--- src/rtl/if_id_skid_reg.sv ---
// IF/ID pipeline register backed by a two-entry skid buffer (main = head, skid = second).
// Define IF_ID_FLUSH_EN to let flush_i empty the buffer; otherwise flush_i is ignored.
module if_id_skid_reg #(
  parameter int DATA_W = 32
) (
  input  logic              clk_i,
  input  logic              rst_i,
  input  logic              up_valid_i,
  output logic              up_ready_o,
  input  logic [DATA_W-1:0] pc_i,
  input  logic [DATA_W-1:0] instr_i,
  input  logic              flush_i,
  output logic              dn_valid_o,
  input  logic              dn_ready_i,
  output logic [DATA_W-1:0] pc_o,
  output logic [DATA_W-1:0] instr_o,
  output logic [15:0]       imm_o
);

  localparam logic [1:0] EMPTY = 2'd0;
  localparam logic [1:0] ONE   = 2'd1;
  localparam logic [1:0] TWO   = 2'd2;

  logic [1:0]        state_reg, state_next;
  logic [DATA_W-1:0] main_pc_reg, main_instr_reg;
  logic [DATA_W-1:0] skid_pc_reg, skid_instr_reg;
  logic              load_main_in, load_main_skid, load_skid;
  logic              acc, take;

  // Handshake flags come from registered state only, so ready never depends on dn_ready_i.
  assign up_ready_o = (state_reg != TWO);
  assign dn_valid_o = (state_reg != EMPTY);
  assign acc        = up_valid_i & up_ready_o;
  assign take       = dn_valid_o & dn_ready_i;

  assign pc_o    = main_pc_reg;
  assign instr_o = main_instr_reg;
  assign imm_o   = main_instr_reg[15:0];

  always_comb begin
    state_next     = state_reg;
    load_main_in   = 1'b0;
    load_main_skid = 1'b0;
    load_skid      = 1'b0;
    case (state_reg)
      EMPTY: begin
        if (acc) begin
          state_next   = ONE;
          load_main_in = 1'b1;
        end
      end
      ONE: begin
        if (acc && take) begin
          load_main_in = 1'b1;
        end else if (acc) begin
          state_next = TWO;
          load_skid  = 1'b1;
        end else if (take) begin
          state_next = EMPTY;
        end
      end
      TWO: begin
        if (take) begin
          state_next     = ONE;
          load_main_skid = 1'b1;
        end
      end
      default: state_next = EMPTY;
    endcase
`ifdef IF_ID_FLUSH_EN
    // Flush wins over everything; held data is left in place since it is invalid anyway.
    if (flush_i) begin
      state_next     = EMPTY;
      load_main_in   = 1'b0;
      load_main_skid = 1'b0;
      load_skid      = 1'b0;
    end
`endif
  end

`ifndef IF_ID_FLUSH_EN
  logic flush_unused;
  assign flush_unused = flush_i;
`endif

  always_ff @(posedge clk_i or negedge rst_i) begin
    if (!rst_i) begin
      state_reg      <= EMPTY;
      main_pc_reg    <= '0;
      main_instr_reg <= '0;
      skid_pc_reg    <= '0;
      skid_instr_reg <= '0;
    end else begin
      state_reg <= state_next;
      if (load_main_in) begin
        main_pc_reg    <= pc_i;
        main_instr_reg <= instr_i;
      end else if (load_main_skid) begin
        main_pc_reg    <= skid_pc_reg;
        main_instr_reg <= skid_instr_reg;
      end
      if (load_skid) begin
        skid_pc_reg    <= pc_i;
        skid_instr_reg <= instr_i;
      end
    end
  end

endmodule

--- config.mk ---
export PLATFORM = sky130hd
export DESIGN_NAME = if_id_skid_reg
export DESIGN_NICKNAME = d
export VERILOG_FILES = /design/src/rtl/if_id_skid_reg.sv
export SDC_FILE = /design/constraint.sdc
export NUM_CORES = 1
export LEC_CHECK = 0
export ABC_AREA = 1
export CORE_UTILIZATION = 39
export CTS_CLUSTER_SIZE = 24
export DETAILED_ROUTE_END_ITERATION = 6
export PLACE_DENSITY = 0.65
export SETUP_SLACK_MARGIN = 0.5
export SYNTH_ARGS = -nofsm -noshare
export SYNTH_HDL_FRONTEND = slang
export SYNTH_SLANG_ARGS = --single-unit
--- constraint.sdc ---
create_clock -name clk_i -period 1.75 [get_ports clk_i]
set_input_delay 0.2625 -clock clk_i [delete_from_list [all_inputs] [get_ports clk_i]]
set_output_delay 0.2625 -clock clk_i [all_outputs]
set_load 0.005 [all_outputs]
==> impl_metrics.tcl <==
set metrics [dict create \
    die_x_um 129 \
    synth_warnings 0 \
    period_share 0.807 \
    setup_viol 0 \
    skew_ns 0.0113 \
    dr.pass1.iters 5 \
    antenna_left 0 \
    arrival_ns 1.71 \
    clock_latency_ns 0.42 \
    regToRegSetupSlack_ns 0.34 \
    leakagePower_nw 4.81 \
    htreeDepth 4 \
    cts.clk_slew.worst_paths_ns 0.06 \
    cp-endpoint "skid_pc_reg[4]$_DFFE_PN0P_" \
    reg2reg_depth 7 \
    reg2reg_from "state_reg[1]$_DFFE_PN0P_" \
    drive_above_1_share 0.259 \
    slew_viol_final 0 \
    gp_congestion 0.726 \
    io_buffer_count 149 \
    ys_seq_area_frac 0.520 \
    worst_slew_pin_slew_ns 0.297 \
    syn_inst 787 \
    max-vdd-ir-drop_v 0.000711 \
    die_area_sq_mm 0.0166 \
    hold_viol 0 \
    start_kind "flop" \
    post_drt_wl_per_cell_um 15.8 \
    grt_max_degree 56 \
    grt.total_usage 0.205 \
    root_buffer "clkbuf_16" \
    avgSynthCellArea_sq_um 7.95 \
    drt-vias-per-instance 4.90 \
    grt_antenna_before_repair 0 \
    worstSetupPathType "reg -> reg" \
    clock-sinks 130 \
    syn-cell-area_sq_mm 0.00626 \
    slew-limit-headroom 0.802 \
    layout.nets 1041 \
    cpMaxStageDelayCell "dfrtp_2" \
    cp_max_fo 15 \
    cap_viol_max_count 0 \
    cp_cell_sequence "buf_6 -> nor2_8 -> buf_12 -> nand2_8 -> clkbuf_16 -> nand2_1 -> o21ai_1" \
    min_period_ns 1.41 \
    vias 5857 \
    die_y_um 129 \
    start_util 0.406 \
    status "complete, no violations" \
    synth-seq-cells 130 \
    max_stage_delay_ns 0.43 \
    syn2layout_area_growth_pct 50.0 \
    io_pins 151 \
    synth_cell_types 16 \
    reg2reg_to "skid_pc_reg[4]$_DFFE_PN0P_" \
    drtIter0Drc 351 \
    grt_overflow_total 0 \
    worstPathRequired_ns 2.05 \
    dp_slack_ns 0.0316 \
    cts_buffers 17 \
    core_area_sq_mm 0.0154 \
    grt_first_pass_wirelength_um 26400 \
    syn-num-nets 856 \
    fmax_mhz 708 \
    cts_tree "built" \
    end_kind "flop" \
    remaining_drc_errors 0 \
    fin_tns_setup_ns 0 \
    p_per_area_mw_per_mm2 1230 \
    dp_hpwl_um 9720 \
    rsz0062_at_grt "yes" \
    num_rows 45 \
    grt_pass1_vias 5352 \
    drt-total-wl_um 18900 \
    clk_path_buf_depth 2 \
    fin_ws_ns 0.338 \
    hp-class "in -> async" \
    diodes 0 \
    startpoint "state_reg[1]$_DFFE_PN0P_" \
]
==> worst min-delay path by stage <==
stage                      from                          end  slack, ns  cells after the start
after floorplan           rst_i       instr_o[0]$_DFFE_PN0P_      -0.03                      0
after global routing      rst_i         pc_o[17]$_DFFE_PN0P_       0.31                      2
final                     rst_i  skid_pc_reg[19]$_DFFE_PN0P_       0.29                      2
after detailed placement  rst_i  skid_pc_reg[19]$_DFFE_PN0P_       0.16                      1
after global placement    rst_i  skid_pc_reg[19]$_DFFE_PN0P_       0.16                      1
after CTS                 rst_i  skid_pc_reg[19]$_DFFE_PN0P_       0.28                      2
==> cells by family after synthesis <==
group	share of synthesized area
buffers and inverters	0.146
flip-flops	0.520
AND/OR/NAND/NOR	0.234
AO/OA/AOI/OAI	0.100
==> worst max-delay path: cells and delay by family (launching register included) <==
kind / cells / cell delay, ns
compound gates: 1 / 0.07
buf+inv: 3 / 0.51
simple gates: 3 / 0.30
flops: 1 / 0.43
==> placed cells by master, fill, tap and decap left out, types with 2 or more instances in the layout <==
| master | n |
|---|---|
| buf_2 | 67 |
| clkbuf_8 | 3 |
| o21ai_0 | 71 |
| o21ai_2 | 13 |
| nand2_1 | 172 |
| buf_6 | 35 |
| clkinv_4 | 2 |
| inv_1 | 127 |
| nand2_8 | 3 |
| clkdlybuf4s50_1 | 66 |
| nand2_2 | 10 |
| buf_8 | 2 |
| nand4_1 | 2 |
| o21ai_1 | 41 |
| buf_4 | 29 |
| clkbuf_1 | 3 |
| buf_16 | 4 |
| nand3_1 | 118 |
| clkinv_2 | 4 |
| clkbuf_16 | 30 |
| nand2_4 | 13 |
| bufinv_16 | 2 |
| dfrtp_1 | 129 |
| nand3_2 | 16 |
| buf_12 | 16 |
==> routing by layer <==
metal	up-vias	track usage	share of wire	wire [um]
li1	2848	-	-	-
met1	2798	0.263	0.44	8280
met2	187	0.340	0.49	9240
met3	24	0.0466	0.059	1120
met4	0	0.0734	0.016	296
met5	-	0	0	0
==> synthesized netlist by cell type <==
| cell type | n | area [sq um] |
|---|---|---|
| buf_4 | 30 | 225 |
| nand2_4 | 2 | 22.5 |
| nand3_2 | 1 | 10.0 |
| inv_2 | 2 | 7.51 |
| clkbuf_1 | 21 | 78.8 |
| buf_2 | 14 | 70.1 |
| buf_6 | 5 | 56.3 |
| inv_1 | 127 | 477 |
| nor2_8 | 1 | 20.0 |
| nand3_1 | 134 | 671 |
| nand2_1 | 192 | 721 |
| o21ai_1 | 32 | 160 |
| o21ai_0 | 93 | 465 |
| nand2_2 | 1 | 6.26 |
| nand4_1 | 2 | 12.5 |
| dfrtp_1 | 130 | 3250 |
==> power by group <==
part | internal [mW] | switching, mW
registers | 3.92 | 0.566
logic | 1.88 | 1.69
clock network | 2.20 | 1.30
==> timing repair <==
action,CTS,global route
setup endpoints to repair,211,147
gates resized for setup,363,95
hold endpoints to repair,24,0
pin swaps,3,14
hold buffers,1,0
gates cloned,2,22
setup buffers,35,8
==> layout make-up <==
cell class	count	area, sq um
clock buffers	23	478
multi-input cells	461	2390
flip-flops and latches	130	3250
repair buffers	233	2400
clock inverters	9	105
fillers	1356	6050
inverters	129	487
well taps	211	264
==> through the flow <==
stage | hold WS [ns] | cells | util | instance area [sq um] | power, mW
2_1_floorplan | -0.0331 | 787 | - | 6260 | 5.96
3_3_place_gp | 0.159 | 1096 | 0.512 | 7900 | 7.41
3_5_place_dp | 0.158 | 1096 | 0.512 | 7900 | 7.50
4_1_cts | 0.278 | 1166 | 0.556 | 8570 | 11.1
5_1_grt | 0.308 | 1196 | 0.608 | 9380 | 12.3
6_report | 0.286 | 1196 | 0.608 | 9380 | 11.6
No activity file was read; power rests on OpenSTA's default activity.
